**config.mk**
```make
export PLATFORM = sky130hd
export DESIGN_NAME = mulpop_job_sequencer
export DESIGN_NICKNAME = d
export VERILOG_FILES = /design/src/rtl/mulpop_job_sequencer.sv
export SDC_FILE = /design/constraint.sdc
export NUM_CORES = 1
export LEC_CHECK = 0
export ABC_AREA = 1
export BUFFER_PORTS_ARGS = -buffer_cell sky130_fd_sc_hd__buf_4
export CAP_MARGIN = 40
export CELL_PAD_IN_SITES_DETAIL_PLACEMENT = 0
export CELL_PAD_IN_SITES_GLOBAL_PLACEMENT = 1
export CORE_MARGIN = 2
export CORE_UTILIZATION = 45
export CTS_CLUSTER_SIZE = 20
export DETAILED_ROUTE_END_ITERATION = 8
export PLACE_DENSITY_LB_ADDON = 0.08
export SLEW_MARGIN = 20
export SYNTH_ARGS = -nofsm -noshare
export SYNTH_HDL_FRONTEND = slang
export SYNTH_SLANG_ARGS = --single-unit
export TNS_END_PERCENT = 20
```
**constraint.sdc**
```tcl
create_clock -name clk -period 12 [get_ports clk]
set_input_delay 1.8 -clock clk [delete_from_list [all_inputs] [get_ports clk]]
set_output_delay 1.8 -clock clk [all_outputs]
set_load 0.02 [all_outputs]
```
**src/rtl/mulpop_job_sequencer.sv**
```systemverilog
// rtl/mulpop_job_sequencer.sv - job-queue bus master for the gpioemu multiply/popcount peripheral (option macro: MULPOP_ONES_READ_EN)
module mulpop_job_sequencer #(
  parameter int FIFO_DEPTH = 4,
  parameter int POLL_LIMIT = 255
) (
  input  logic        clk,
  input  logic        reset,
  input  logic        job_valid,
  output logic        job_ready,
  input  logic [23:0] job_a,
  input  logic [23:0] job_b,
  output logic        res_valid,
  input  logic        res_ready,
  output logic [31:0] res_product,
  output logic [23:0] res_ones,
  output logic        res_timeout,
  output logic [15:0] saddress,
  output logic        swr,
  output logic        srd,
  output logic [31:0] sdata_out,
  input  logic [31:0] sdata_in,
  output logic        busy,
  output logic [15:0] job_count
);
  localparam int AW = $clog2(FIFO_DEPTH);

  typedef enum logic [2:0] {
    S_IDLE, S_WR_A, S_WR_B, S_WR_GO, S_POLL, S_RD_RES, S_RD_ONES, S_OUT
  } state_t;

  state_t      state, state_d;
  logic [1:0]  phase;
  logic [7:0]  poll_cnt;
  logic [23:0] a_q, b_q;
  logic [47:0] fifo_mem [FIFO_DEPTH];
  logic [AW:0] wr_ptr, rd_ptr;
  logic        full, empty, push, pop;
  logic        in_access, hold_end, strobe, poll_done, poll_last;

  assign empty     = (wr_ptr == rd_ptr);
  assign full      = (wr_ptr[AW] != rd_ptr[AW]) && (wr_ptr[AW-1:0] == rd_ptr[AW-1:0]);
  assign job_ready = !full;
  assign push      = job_valid && !full;
  assign pop       = (state == S_IDLE) && !empty && !res_valid;
  assign busy      = (state != S_IDLE);
  assign in_access = (state != S_IDLE) && (state != S_OUT);
  assign hold_end  = (phase == 2'd2);
  // Strobes are gated by reset so they fall the instant reset rises.
  assign strobe    = (phase == 2'd1) && !reset;
  assign poll_done = (sdata_in[1:0] == 2'b11);
  assign poll_last = (poll_cnt == 8'(POLL_LIMIT - 1));

  // Job queue storage; contents need no reset because the pointers define validity.
  always_ff @(posedge clk) begin
    if (push) fifo_mem[wr_ptr[AW-1:0]] <= {job_a, job_b};
  end

  // Queue pointers.
  always_ff @(posedge clk or posedge reset) begin
    if (reset) begin
      wr_ptr <= '0;
      rd_ptr <= '0;
    end else begin
      if (push) wr_ptr <= wr_ptr + 1'b1;
      if (pop)  rd_ptr <= rd_ptr + 1'b1;
    end
  end

  // FSM state register.
  always_ff @(posedge clk or posedge reset) begin
    if (reset) state <= S_IDLE;
    else       state <= state_d;
  end

  // Next-state and bus drive; each access is SETUP, STROBE, HOLD (phase 0,1,2).
  always_comb begin
    state_d   = state;
    saddress  = '0;
    sdata_out = '0;
    swr       = 1'b0;
    srd       = 1'b0;
    case (state)
      S_IDLE: if (pop) state_d = S_WR_A;
      S_WR_A: begin
        saddress  = 16'h037F;
        sdata_out = {8'h0, a_q};
        swr       = strobe;
        if (hold_end) state_d = S_WR_B;
      end
      S_WR_B: begin
        saddress  = 16'h0388;
        sdata_out = {8'h0, b_q};
        swr       = strobe;
        if (hold_end) state_d = S_WR_GO;
      end
      S_WR_GO: begin
        saddress = 16'h03A0;
        swr      = strobe;
        if (hold_end) state_d = S_POLL;
      end
      S_POLL: begin
        saddress = 16'h03A0;
        srd      = strobe;
        if (hold_end) begin
          if (poll_done)      state_d = S_RD_RES;
          else if (poll_last) state_d = S_OUT;
        end
      end
      S_RD_RES: begin
        saddress = 16'h0390;
        srd      = strobe;
`ifdef MULPOP_ONES_READ_EN
        if (hold_end) state_d = S_RD_ONES;
`else
        if (hold_end) state_d = S_OUT;
`endif
      end
      S_RD_ONES: begin
`ifdef MULPOP_ONES_READ_EN
        saddress = 16'h0398;
        srd      = strobe;
        if (hold_end) state_d = S_OUT;
`else
        state_d = S_OUT;
`endif
      end
      S_OUT: if (res_valid && res_ready) state_d = S_IDLE;
      default: state_d = S_IDLE;
    endcase
  end

`ifdef MULPOP_ONES_READ_EN
  logic [23:0] ones_q;
  assign res_ones = ones_q;
`else
  logic [5:0] ones_cnt;
  // Local popcount of the held product; a timed-out job has product 0, hence ones 0.
  always_comb begin
    ones_cnt = '0;
    for (int i = 0; i < 32; i++) ones_cnt = ones_cnt + {5'b0, res_product[i]};
  end
  assign res_ones = {18'b0, ones_cnt};
`endif

  // Datapath: operand latch, access phase, poll counting, result capture and handshake.
  always_ff @(posedge clk or posedge reset) begin
    if (reset) begin
      a_q         <= '0;
      b_q         <= '0;
      phase       <= '0;
      poll_cnt    <= '0;
      res_product <= '0;
      res_timeout <= 1'b0;
      res_valid   <= 1'b0;
      job_count   <= '0;
`ifdef MULPOP_ONES_READ_EN
      ones_q      <= '0;
`endif
    end else begin
      if (pop) begin
        {a_q, b_q}  <= fifo_mem[rd_ptr[AW-1:0]];
        poll_cnt    <= '0;
        res_product <= '0;
        res_timeout <= 1'b0;
`ifdef MULPOP_ONES_READ_EN
        ones_q      <= '0;
`endif
      end
      if (in_access) phase <= hold_end ? 2'd0 : phase + 2'd1;
      else           phase <= 2'd0;
      if (state == S_POLL && hold_end && !poll_done) begin
        poll_cnt <= poll_cnt + 8'd1;
        if (poll_last) res_timeout <= 1'b1;
      end
      if (state == S_RD_RES && hold_end) res_product <= sdata_in;
`ifdef MULPOP_ONES_READ_EN
      if (state == S_RD_ONES && hold_end) ones_q <= sdata_in[23:0];
`endif
      if (state == S_OUT) begin
        if (!res_valid) begin
          res_valid <= 1'b1;
        end else if (res_ready) begin
          res_valid <= 1'b0;
          job_count <= job_count + 16'd1;
        end
      end
    end
  end
endmodule

```
== Word-level counts from Yosys, hierarchy flattened ==
Memories as Yosys holds them, arrays and structs flattened. A register that Yosys moved wholly into a read port is not among the register bits.
Cells that the tools add are included.

* Word-level logic and storage cells: 120
* Input port bits: 84
* Bits in writable memories: 192
* Output and inout port bits: 126
* Memories kept: 1
* Bits in registers: 69

* $add $sub $neg: 36
* Multiplexer cells: 27
* Reduce and logical (&&, ||, !) cells: 24
* Equal/unequal tests: 23

{| class="wikitable"
|+ Memories
! name !! words !! width !! rd ports !! clocked after memory_dff !! write ports !! RTL line !! text
|-
| fifo_mem || 4 || 48 || 1 || 1 || 1 || 35 || <nowiki>logic [47:0] fifo_mem [FIFO_DEPTH];</nowiki>
|}

{| class="wikitable"
|+ Operators by type and width
! operator !! count
|-
| 6-bit by 1-bit adder with 6-bit output || 26
|-
| 32-bit 2-to-1 mux || 2
|-
| 24-bit case mux with 2 select lines || 1
|-
| 10-bit case mux with 4 select lines || 1
|-
| 3-bit 2-to-1 mux || 9
|-
| 3-bit case mux with 8 select lines || 1
|-
| 16-bit by 1-bit adder with 16-bit output (second input constant) || 1
|-
| 8-bit 2-to-1 mux || 2
|-
| 2-bit != test (second input constant) || 7
|-
| 3-bit == test (second input constant) || 4
|-
| 1-bit logical AND || 10
|-
| 1-bit 2-to-1 mux || 9
|-
| 8-bit by 1-bit adder with 8-bit output (second input constant) || 1
|-
| 8-bit == test (second input constant) || 1
|-
| 8-bit AND reduction || 1
|-
| 3-bit by 1-bit adder with 3-bit output (second input constant) || 2
|-
| 5-bit by 1-bit adder with 6-bit output || 1
|-
| 3-bit by 2-bit == test with 1-bit output (second input constant) || 2
|-
| 3-bit != test (second input constant) || 2
|-
| 4-bit by 1-bit adder with 5-bit output || 1
|-
| 1-bit zero test || 5
|-
| 3-bit by 1-bit adder with 4-bit output || 1
|-
| 2-bit == test (second input constant) || 2
|-
| 2-bit 2-to-1 mux || 2
|-
| other kinds (14) || 16
|}

== Depth between registers and ports, before layout ==
Gate-level depths: netlist of run 1.

* Depth in word-level cells: 31
* Mapped depth: 16
* Gate-level depth less buffers: 16

== Worst setup path before layout of run 1 ==
Ideal clock, no wire load.

* Path kind: input to output
* Start point: input port reset
* End point: output port swr
* Path buffers: 0
* Cell stages on the path: 3
* Required time: 10200 ps
* Path slack: 5220 ps
* Arrival: 4980 ps
* Path through: inv_1 nand3_1 a21oi_1

* Word-level cells in the longest chain between the ends: 3

{| class="wikitable"
|+ Ends and longest elaborated chain
! item !! RTL line !! text
|-
| start: declaration || 7 || <nowiki>input logic reset,</nowiki>
|-
| 1-bit zero test (no line) || -- ||
|-
| 1-bit logical AND || 49 || <nowiki>assign strobe = (phase == 2'd1) && !reset;</nowiki>
|-
| 1-bit 2-to-1 mux || 82 || <nowiki>case (state)</nowiki>
|-
| end: declaration || 18 || <nowiki>output logic swr,</nowiki>
|}

No other way between the ends.

== Worst setup path in the final report of run 1 ==
* Start point: register res_product[0]
* End point: output port res_ones[4]

* Word-level cells in the longest chain between the ends: 31

{| class="wikitable"
|+ Ends and longest elaborated chain
! item !! RTL line !! text
|-
| start: declaration || 14 || <nowiki>output logic [31:0] res_product,</nowiki>
|-
| start signal: assignment || 175 || <nowiki>if (state == S_RD_RES && hold_end) res_product <= sdata_in;</nowiki>
|-
| 1-bit by 1-bit adder with 2-bit output || 140 || <nowiki>for (int i = 0; i < 32; i++) ones_cnt = ones_cnt + {5'b0, res_product[i]};</nowiki>
|-
| 2-bit by 1-bit adder with 3-bit output || 140 ||
|-
| 3-bit by 1-bit adder with 4-bit output || 140 ||
|-
| 4-bit by 1-bit adder with 5-bit output || 140 ||
|-
| 5-bit by 1-bit adder with 6-bit output || 140 ||
|-
| 6-bit by 1-bit adder with 6-bit output (26 in a row) || 140 ||
|-
| end: declaration || 15 || <nowiki>output logic [23:0] res_ones,</nowiki>
|}

No other way between the ends.

==> summary.txt, run 1 <==
CRITICAL PATH
--------------------------------------------------------------------------------------------------------
R2R setup slack ...........................................................................      8.79 ns
Buffers and inverters on the worst path ...................................................            3
Arrival time at the worst endpoint ........................................................      5.31 ns
Maximum single-stage delay on the critical path ...........................................      0.59 ns
Logic depth of the worst path, buffers included ...........................................           15
Worst path required time ..................................................................     10.20 ns
CP Capture Type ........................................................................... primary output
Start point of the critical path .......................................................... res_product[0]$_DFFE_PP0P_
Startpoint of the most critical register-to-register path ................................. rd_ptr[0]$_DFFE_PP0P_
Largest delay share family, worst path ....................................................  adder cells
Cell with the most instances on the worst path ............................................         fa_1
Sequence of cells on the critical path .................................................... inv_1, fa_1, fa_1, fa_1, fa_1, fa_1, fa_1, inv_1, ha_1, fa_1, a21oi_1, nor2_1, nor2_1, xnor2_1, buf_4
Maximum fanout along the worst path .......................................................            2
Kind of start point of the critical path ..................................................    flip-flop
Number of cells on the worst reg-to-reg path ..............................................            7
FF-to-FF End .............................................................................. a_q[19]$_DFFE_PP0P_
Max stage delay cell, worst path ..........................................................         fa_1
Startpoint-to-endpoint class of the critical path ......................................... flip-flop to primary output
Capture point of the worst path ...........................................................  res_ones[4]

CLOCK TREE
--------------------------------------------------------------------------------------------------------
Post-CTS clock slew at the launch and capture registers of the worst setup and hold paths .      0.06 ns
Post-CTS setup buffers ....................................................................            0
Clock tree from TritonCTS .................................................................        built
Clock latency reported for the late side of the worst-skew pair ...........................      0.52 ns
Post-cts hold buffer count ................................................................            0
Total number of clock tree sinks ..........................................................          309
Root Buffer ...............................................................................    clkbuf_16
Clock buffers created by TritonCTS ........................................................           36
Clock buffer depth ........................................................................            3
CTS H-Tree Depth ..........................................................................            2
Number of instances resized during post-cts repair ........................................            0

YOSYS
--------------------------------------------------------------------------------------------------------
Mean instance size in the synthesized netlist .............................................     11.0 um2
FF+latch count, synth .....................................................................          309
Cell types with the highest counts after synthesis ........................................ edfxtp_1, nand2_1, inv_1
Most instantiated library cell after synthesis ............................................     edfxtp_1
Synth async-reset ratio ...................................................................        37.9%
Number of warnings issued by yosys ........................................................            0
Cell area after synthesis .................................................................   13,500 um2
Cell type contributing the most total cell area after synthesis ...........................     edfxtp_1
Prevailing post-synth register cell .......................................................     edfxtp_1
Top cells by area, synth .................................................................. edfxtp_1, dfrtp_1, o21ai_0
Synth cell types ..........................................................................           35
Post-Syn Instances ........................................................................        1,236
Fraction of synthesized cell area taken by the top area cell type .........................        42.6%
Sequential-to-total area share from yosys stat ............................................        64.2%
Number of enable-type register cells in the synthesized netlist ...........................          192

POWER AND IR DROP
--------------------------------------------------------------------------------------------------------
Peak supply drop ..........................................................................     0.135 mV
Leakage power .............................................................................      7.09 nW
Total power divided by cell area ..........................................................   160 nW/um2

GRT
--------------------------------------------------------------------------------------------------------
Met2 routing resource usage after global routing ..........................................        32.4%
Met1 Use GR ...............................................................................        27.2%
Global route overflow .....................................................................            0
Initial antenna violation count ...........................................................            1
Fraction of met3 tracks used by global routing ............................................        3.38%
Global-route wire length before repair ....................................................      48.6 mm
Maximum number of pins on one net before global-route repair ..............................           71
Via count of the first global-routing pass ................................................        8,969
GR peak layer .............................................................................         met2
Total track usage .........................................................................        19.9%

FLOORPLANNING
--------------------------------------------------------------------------------------------------------
Core Region ...............................................................................   29,600 um2
Total Die Area ............................................................................   31,500 um2
Die height ................................................................................       177 um
Initial core utilization ..................................................................        45.7%
Chip Width ................................................................................       177 um
Std cell rows .............................................................................           63
Boundary pin count ........................................................................          210

DETAILED ROUTING
--------------------------------------------------------------------------------------------------------
Detailed-route wire length per cell .......................................................      17.0 um
DRC violation total after the first TritonRoute iteration .................................          540
Overall via count from detail_route .......................................................        9,144
Detailed Routing Iterations Pass 1 ........................................................            6
Vias per Instance .........................................................................         5.02
Total DRC errors in the routed layout .....................................................            0
Routed Wire Length ........................................................................      30.9 mm
Antenna-violating nets left ...............................................................            0

STA
--------------------------------------------------------------------------------------------------------
Skew final ................................................................................    0.0111 ns
Max-Slew Margin vs Limit ..................................................................        47.4%
Highest clock rate ........................................................................    0.141 GHz
Final number of max-transition violations .................................................            0
Post-route setup TNS ......................................................................         0 ns
Post-Route Hold Slack .....................................................................     0.428 ns
RSZ-0062 raised after global routing ......................................................        false
Final-report setup violation count ........................................................            0
Transition time at the pin with the least slew margin .....................................     0.789 ns
Portion of the clock cycle consumed by the worst path in the final layout .................        59.2%
Crit path time final ......................................................................      7.11 ns
Hold Violations, Final ....................................................................            0

LAYOUT
--------------------------------------------------------------------------------------------------------
Layout Nets ...............................................................................        1,530
Final design instance area without fill ...................................................   16,300 um2
Number of antenna diodes ..................................................................            0
Util after Layout .........................................................................        55.1%
Layout cells sized above 1 ................................................................        18.8%
Area overhead of the layout relative to synthesis .........................................        20.7%
Number of fill cells ......................................................................        2,653

PLACED DESIGN
--------------------------------------------------------------------------------------------------------
Total half-perimeter wirelength after legalization and detailed placement .................      19.6 mm
Global placement routability congestion ...................................................        0.790
Post-Place Cell Area ......................................................................   15,100 um2
Quantity of I/O buffers inserted on ports .................................................          177

FLOW RUN
--------------------------------------------------------------------------------------------------------
Max cap viols .............................................................................            0

RUN STATUS
--------------------------------------------------------------------------------------------------------
Run status ................................................................................ finished clean

MIN PATH
--------------------------------------------------------------------------------------------------------
Hold crit path type ....................................................................... flip-flop to flip-flop

==> layout by cell type, fill, tap and decap left out, drive strengths merged, types with 3 or more instances in the layout <==
cell type    n
inv        152
bufinv       4
clkinv      11
a21oi        8
nand4        3
xor2        14
edfxtp     192
fa          24
o22ai       75
conb        32
nor3         4
ha          17
xnor2        6
clkbuf      49
nand3       52
o21ai      165
nand2      181
buf        193
dfrtp      117
nor2       129
==> logic make-up (layout without fill, tap and decap cells) <==
group	Yosys count	count (layout)	share of synthesized area (%)
buffers and inverters	243	409	8.09
and+or+nand+nor	372	372	11.2
other	1	32	0.0277
adders and majority gates	41	41	5.12
DFF	309	309	64.2
xor gates and xnor gates	20	20	1.29
AOI/OAI and AO/OA	250	250	9.99
==> registers in the layout, summed over array words and instances, names as in the netlist <==
| signal | cells |
|---|---|
| phase | 2 |
| b_q | 24 |
| state | 3 |
| poll_cnt | 8 |
| job_count | 16 |
| rd_ptr | 3 |
| res_product | 32 |
| fifo_mem | 192 |
| res_valid | 1 |
| res_timeout | 1 |
| a_q | 24 |
| wr_ptr | 3 |
==> per-stage QoR <==
stage | setup slack [ns] | total power [mW] | std cells
after global placement | 5.48 | 1.54 | 1753
final | 4.89 | 2.61 | 1823
after CTS | 4.83 | 2.64 | 1822
after floorplan | 5.22 | 1.45 | 1267
after global routing | 4.66 | 2.71 | 1823
after detailed placement | 5.42 | 1.54 | 1756
==> layout make-up <==
cell class              count  area [um2]  share of cell area [%]
clock buffers              49         980                    6.00
multi-input cells         715        3890                    23.8
flip-flops and latches    309        8690                    53.2
well taps                 390         488                    2.99
clock inverters            17         216                    1.33
repair buffers            193        1500                    9.16
inverters                 150         568                    3.48
==> layer usage <==
layer	vias to the layer above	part of all wire [%]
met4	2	2.6
met1	4414	45
li1	4433	-
met2	243	47
met5	-	0.039
met3	52	5.3
==> worst min-delay path by stage <==
stage / from / end / slack [ns] / cells after the start
floorplan: phase[1]$_DFF_PP0_ / phase[0]$_DFF_PP0_ / 0.41 / 1
global placement: phase[1]$_DFF_PP0_ / phase[0]$_DFF_PP0_ / 0.42 / 1
detailed placement: phase[1]$_DFF_PP0_ / phase[0]$_DFF_PP0_ / 0.42 / 1
CTS: phase[1]$_DFF_PP0_ / phase[0]$_DFF_PP0_ / 0.43 / 1
global route: phase[1]$_DFF_PP0_ / phase[0]$_DFF_PP0_ / 0.47 / 1
finish: phase[1]$_DFF_PP0_ / phase[0]$_DFF_PP0_ / 0.43 / 1
==> where the power goes <==
group / internal [mW] / switching (mW)
sequential: 1.28 / 0.0261
clock: 0.666 / 0.432
combinational: 0.0503 / 0.154
total: 2.00 / 0.612
No activity file was read; power rests on OpenSTA's default activity.
==> run 2, diff against run 1 <==
clock period = 7.1 ns   (was 12 ns; I/O delays follow)
==> summary.txt, run 2 (same netlist as run 1, synthesis figures left out) <==
LAYOUT
--------------------------------------------------------------------------------------------------------
Area overhead of the layout relative to synthesis .........................................        20.2%
Final design instance area without fill ...................................................   16,300 um2
Number of fill cells ......................................................................        2,678
Number of antenna diodes ..................................................................            0
Number of cells in the finished layout apart from fillers .................................        1,821
Total area of multi-input combinational cells .............................................     3890 um2
Most frequent standard cell in the layout excluding fill and tap cells ....................     edfxtp_1
Flip-flop and latch area ..................................................................     8690 um2
Layout cells sized above 1 ................................................................        18.7%
Largest register FFs ......................................................................          192
Layout Nets ...............................................................................        1,530
Commonest cells after routing, fill and taps aside ........................................ edfxtp_1, buf_4, nand2_1
Util after Layout .........................................................................        54.9%

STA
--------------------------------------------------------------------------------------------------------
Post-Route Hold Slack .....................................................................     0.424 ns
Final number of max-transition violations .................................................            0
Highest clock rate ........................................................................    0.157 GHz
RSZ-0062 raised after global routing ......................................................        false
Max-Slew Margin vs Limit ..................................................................        46.9%
Crit path time final ......................................................................      6.37 ns
Fin worst setup slack .....................................................................     0.726 ns
Post-route setup TNS ......................................................................         0 ns
Portion of the clock cycle consumed by the worst path in the final layout .................        89.8%
Hold Violations, Final ....................................................................            0
Final-report setup violation count ........................................................            0
Skew final ................................................................................    0.0152 ns
Transition time at the pin with the least slew margin .....................................     0.797 ns

CLOCK TREE
--------------------------------------------------------------------------------------------------------
Post-cts hold buffer count ................................................................            0
Clock latency reported for the late side of the worst-skew pair ...........................      0.53 ns
Clock buffer depth ........................................................................            3
Root Buffer ...............................................................................    clkbuf_16
CTS H-Tree Depth ..........................................................................            2
Clock tree from TritonCTS .................................................................        built
Number of instances resized during post-cts repair ........................................            0
Clock buffers created by TritonCTS ........................................................           36
Post-CTS setup buffers ....................................................................            0
Total number of clock tree sinks ..........................................................          309
Post-CTS clock slew at the launch and capture registers of the worst setup and hold paths .      0.06 ns

CRITICAL PATH
--------------------------------------------------------------------------------------------------------
Arrival time at the worst endpoint ........................................................      5.31 ns
Buffers and inverters on the worst path ...................................................            3
Startpoint of the most critical register-to-register path ................................. rd_ptr[0]$_DFFE_PP0P_
Maximum fanout along the worst path .......................................................            2
R2R setup slack ...........................................................................      3.86 ns
Maximum single-stage delay on the critical path ...........................................      0.60 ns
Largest delay share family, worst path ....................................................  adder cells
CP Capture Type ........................................................................... primary output
Kind of start point of the critical path ..................................................    flip-flop
Startpoint-to-endpoint class of the critical path ......................................... flip-flop to primary output
Number of cells on the worst reg-to-reg path ..............................................            7
Cell with the most instances on the worst path ............................................         fa_1
Max stage delay cell, worst path ..........................................................         fa_1
Worst path required time ..................................................................      6.03 ns
FF-to-FF End .............................................................................. a_q[12]$_DFFE_PP0P_
Sequence of cells on the critical path .................................................... inv_1, fa_1, fa_1, fa_1, fa_1, fa_1, fa_1, inv_1, ha_1, fa_1, a21oi_1, nor2_1, nor2_1, xnor2_1, buf_4

GRT
--------------------------------------------------------------------------------------------------------
Initial antenna violation count ...........................................................            0
Global route overflow .....................................................................            0
Via count of the first global-routing pass ................................................        8,994
Global-route wire length before repair ....................................................      48.5 mm
Total track usage .........................................................................        19.9%
Maximum number of pins on one net before global-route repair ..............................           71

POWER AND IR DROP
--------------------------------------------------------------------------------------------------------
Peak supply drop ..........................................................................     0.225 mV
Total power divided by cell area ..........................................................   264 nW/um2
Leakage power .............................................................................      7.06 nW
Power, Total ..............................................................................      4.29 mW

FLOORPLANNING
--------------------------------------------------------------------------------------------------------
Total Die Area ............................................................................   31,500 um2
Boundary pin count ........................................................................          210
Std cell rows .............................................................................           63
Die height ................................................................................       177 um
Initial core utilization ..................................................................        45.7%
Chip Width ................................................................................       177 um
Core Region ...............................................................................   29,600 um2

MIN PATH
--------------------------------------------------------------------------------------------------------
Hold EP ................................................................................... phase[0]$_DFF_PP0_
Hold crit path type ....................................................................... flip-flop to flip-flop
Hold Crit Start ........................................................................... phase[1]$_DFF_PP0_
Number of cells on the worst hold path ....................................................            1

PLACED DESIGN
--------------------------------------------------------------------------------------------------------
Total placed cells including tap cells ....................................................        1,756
Post-Place Cell Area ......................................................................   15,100 um2
Pre-CTS setup slack .......................................................................      1.25 ns
Total half-perimeter wirelength after legalization and detailed placement .................      19.6 mm
Quantity of I/O buffers inserted on ports .................................................          177
Global placement routability congestion ...................................................        0.790

DETAILED ROUTING
--------------------------------------------------------------------------------------------------------
Antenna-violating nets left ...............................................................            0
Total DRC errors in the routed layout .....................................................            0
Routed Wire Length ........................................................................      31.0 mm
Detailed Routing Iterations Pass 1 ........................................................            5
Overall via count from detail_route .......................................................        9,118
DRC violation total after the first TritonRoute iteration .................................          518
Detailed-route wire length per cell .......................................................      17.0 um
Vias per Instance .........................................................................         5.01

RUN STATUS
--------------------------------------------------------------------------------------------------------
Run status ................................................................................ finished clean

FLOW RUN
--------------------------------------------------------------------------------------------------------
Max cap viols .............................................................................            0

## run 2: cell count changes in the layout (fill, tap and decap cells not counted), sizes merged
cell      before  now
clkinvlp       0    1
clkbuf        49   52
inv          152  150
bufinv         4    0
## run 2: per-layer routing
metal  GRT usage, %  vias up  wire length (um)
li1               -     4431                 -
met1           27.1     4394             13700
met2           32.6      245             14900
met3           3.47       48              1760
met4           6.01        0               662
met5              0        -                 0
## run 2: area by class of cell
| class | instances | area share, % |
|---|---|---|
| inverter | 150 | 3.49 |
| clock buffer | 52 | 6.35 |
| tap | 390 | 3.00 |
| multi-input combinational | 715 | 23.9 |
| timing repair buffer | 193 | 9.20 |
| clock inverter | 12 | 0.554 |
| sequential | 309 | 53.5 |
## run 2: power breakdown
part | internal [mW] | switching, mW | leakage, nW
clock network | 1.02 | 0.715 | 0.552
registers | 2.17 | 0.0443 | 3.19
logic | 0.0856 | 0.263 | 3.31
## run 2: how the worst max path moves through the flow
stage               depth (start not counted)                       start  slack (ns)          end
floorplan                                  14  res_product[0]$_DFFE_PP0P_        1.42  res_ones[4]
global placement                           15  res_product[0]$_DFFE_PP0P_        1.32  res_ones[4]
detailed placement                         15  res_product[0]$_DFFE_PP0P_        1.25  res_ones[4]
CTS                                        15  res_product[0]$_DFFE_PP0P_        0.66  res_ones[4]
global route                               15  res_product[0]$_DFFE_PP0P_        0.49  res_ones[4]
finish                                     15  res_product[0]$_DFFE_PP0P_        0.73  res_ones[4]
## run 2: worst register-to-register path, stage by stage, from the launching register on
cell,delay (ns)
dfrtp_2,0.73
buf_4,0.70
clkinv_2,0.55
buf_4,0.49
o21ai_0,0.36
o22ai_1,0.11
nand2_1,0.10
o21ai_0,0.09
==> run 3, diff against run 2 <==
CORE_UTILIZATION = 40   (was 45)
RECOVER_POWER = 50   (was not set)
clock period = 5.8 ns   (was 7.1 ns; I/O delays follow)
==> summary.txt, run 3 (same netlist as run 1, synthesis figures left out) <==
DETAILED ROUTING
--------------------------------------------------------------------------------------------------------
Vias per Instance .........................................................................         4.85
DRC violation total after the first TritonRoute iteration .................................          611
Routed Wire Length ........................................................................      32.8 mm
Detailed-route wire length per cell .......................................................      17.4 um
Overall via count from detail_route .......................................................        9,149
Detailed Routing Iterations Pass 1 ........................................................            5
Antenna-violating nets left ...............................................................            0
Total DRC errors in the routed layout .....................................................            0

LAYOUT
--------------------------------------------------------------------------------------------------------
Commonest cells after routing, fill and taps aside ........................................ edfxtp_1, nand2_1, inv_1
Layout cells sized above 1 ................................................................        13.6%
Most frequent standard cell in the layout excluding fill and tap cells ....................     edfxtp_1
Largest register FFs ......................................................................          192
Number of cells in the finished layout apart from fillers .................................        1,888
Area overhead of the layout relative to synthesis .........................................        19.3%
Total area of multi-input combinational cells .............................................     3880 um2
Number of fill cells ......................................................................        3,122
Layout Nets ...............................................................................        1,536
Flip-flop and latch area ..................................................................     8690 um2

STA
--------------------------------------------------------------------------------------------------------
Transition time at the pin with the least slew margin .....................................      2.89 ns
Hold Violations, Final ....................................................................            0
Highest clock rate ........................................................................    0.167 GHz
Skew final ................................................................................    0.0168 ns
Final-report setup violation count ........................................................            3
Fin worst setup slack .....................................................................    -0.195 ns
Max-Slew Margin vs Limit ..................................................................       -92.8%
Portion of the clock cycle consumed by the worst path in the final layout .................         103%
RSZ-0062 raised after global routing ......................................................         true
Final number of max-transition violations .................................................          127
Crit path time final ......................................................................      5.99 ns

GRT
--------------------------------------------------------------------------------------------------------
Initial antenna violation count ...........................................................            2
Global-route wire length before repair ....................................................      51.8 mm
Maximum number of pins on one net before global-route repair ..............................           70
Via count of the first global-routing pass ................................................        9,061
Total track usage .........................................................................        18.7%
Global route overflow .....................................................................            0

POWER AND IR DROP
--------------------------------------------------------------------------------------------------------
Peak supply drop ..........................................................................     0.184 mV
Power, Total ..............................................................................      5.31 mW
Total power divided by cell area ..........................................................   329 nW/um2
Leakage power .............................................................................      6.81 nW

CLOCK TREE
--------------------------------------------------------------------------------------------------------
Total number of clock tree sinks ..........................................................          309
Post-CTS clock slew at the launch and capture registers of the worst setup and hold paths .      0.06 ns
Clock buffer depth ........................................................................            3
Clock buffers created by TritonCTS ........................................................           35
Root Buffer ...............................................................................    clkbuf_16
CTS H-Tree Depth ..........................................................................            2
Clock latency reported for the late side of the worst-skew pair ...........................      0.51 ns
Clock tree from TritonCTS .................................................................        built

CRITICAL PATH
--------------------------------------------------------------------------------------------------------
Arrival time at the worst endpoint ........................................................      5.12 ns
Maximum fanout along the worst path .......................................................            3
CP Capture Type ........................................................................... primary output
FF-to-FF End .............................................................................. res_product[28]$_DFFE_PP0P_
Max stage delay cell, worst path ..........................................................         fa_1
Number of cells on the worst reg-to-reg path ..............................................            9
Startpoint of the most critical register-to-register path ................................. state[1]$_DFFE_PP0P_
Maximum single-stage delay on the critical path ...........................................      0.57 ns
Startpoint-to-endpoint class of the critical path ......................................... flip-flop to primary output
Kind of start point of the critical path ..................................................    flip-flop
R2R setup slack ...........................................................................      2.71 ns
Cell with the most instances on the worst path ............................................         fa_1
Worst path required time ..................................................................      4.93 ns
Capture point of the worst path ...........................................................  res_ones[4]
Start point of the critical path .......................................................... res_product[19]$_DFFE_PP0P_
Sequence of cells on the critical path .................................................... fa_1, inv_1, fa_1, fa_1, fa_1, fa_1, fa_1, inv_1, ha_2, fa_2, a21oi_2, nor2_1, nor2_1, xnor2_1, buf_4

FLOW RUN
--------------------------------------------------------------------------------------------------------
Max cap viols .............................................................................            3

FLOORPLANNING
--------------------------------------------------------------------------------------------------------
Boundary pin count ........................................................................          210
Chip Width ................................................................................       188 um
Total Die Area ............................................................................   35,300 um2
Initial core utilization ..................................................................        40.5%
Die height ................................................................................       188 um
Core Region ...............................................................................   33,400 um2
Std cell rows .............................................................................           67

MIN PATH
--------------------------------------------------------------------------------------------------------
Hold crit path type ....................................................................... input port to asynchronous set/reset pin

RUN STATUS
--------------------------------------------------------------------------------------------------------
Violated checks ........................................................................... capacitance limit, slew limit, setup timing
Run status ................................................................................ finished with violations

PLACED DESIGN
--------------------------------------------------------------------------------------------------------
Total half-perimeter wirelength after legalization and detailed placement .................      21.3 mm
Total placed cells including tap cells ....................................................        1,820
Global placement routability congestion ...................................................        0.745
Pre-CTS setup slack .......................................................................     0.187 ns
Quantity of I/O buffers inserted on ports .................................................          177

[run 3: cell count changes in the layout (fill, tap and decap cells not counted), sizes merged]
cell	change
buf	-71
bufinv	+3
clkbuf	+70
clkinv	+4
clkinvlp	+2
diode	+2
inv	-1
[run 3: worst max-delay path, delay by kind of cell (launching register included)]
kind                     cells  cell delay, ns
buffers and inverters        3            0.25
XOR/XNOR                     1            0.13
AO/OA/AOI/OAI                1            0.14
AND/OR/NAND/NOR              2            0.15
flip-flops                   1            0.42
adder cells (fa/ha/maj)      8            3.52
[run 3: metal layers]
metal | vias up | track usage (%) | share of wire (%)
met2 | 203 | 30.8 | 47
li1 | 4445 | - | -
met1 | 4466 | 26.1 | 47
met3 | 35 | 3.18 | 4.5
met5 | - | 0 | 0
met4 | 0 | 3.94 | 1.5
[run 3: what timing repair did]
item                                    in CTS  in global routing
hold buffers                                 0                  0
gates resized for setup                      5                  0
pin swaps                                    6                  2
endpoints found under the setup margin       4                  5
setup buffers                                1                  0
[run 3: where the power goes]
| group | switching, mW | internal (mW) |
|---|---|---|
| Clock | 0.870 | 1.28 |
| Sequential | 0.0538 | 2.65 |
| Combinational | 0.335 | 0.120 |
[run 3: how the worst min path moves through the flow]
stage / cells after the start / slack, ns / end
finish: 2 / 0.35 / job_count[5]$_DFFE_PP0P_
global route: 2 / 0.36 / job_count[5]$_DFFE_PP0P_
CTS: 1 / 0.43 / phase[0]$_DFF_PP0_
detailed placement: 1 / 0.44 / phase[0]$_DFF_PP0_
global placement: 1 / 0.42 / phase[0]$_DFF_PP0_
floorplan: 1 / 0.41 / phase[0]$_DFF_PP0_
[run 3: final cells by class]
| cell class | count | share of cell area (%) |
|---|---|---|
| flip-flops and latches | 309 | 53.8 |
| multi-input cells | 715 | 24.1 |
| repair buffers | 200 | 8.15 |
| clock buffers | 44 | 5.77 |
| inverters | 150 | 3.50 |
| well taps | 448 | 3.47 |
| clock inverters | 20 | 1.17 |
| diodes | 2 | 0.0310 |
[run 3: metrics by stage]
step | cell area, um2 | hold WS, ns | setup TNS [ns] | util [%]
2_1_floorplan | 13700 | 0.409 | 0 | -
5_1_grt | 16100 | 0.364 | -1.08 | 48.3
3_5_place_dp | 15300 | 0.437 | 0 | 45.8
4_1_cts | 16500 | 0.435 | -0.458 | 49.2
6_report | 16100 | 0.355 | -0.302 | 48.3
3_3_place_gp | 15100 | 0.417 | 0 | 45.3
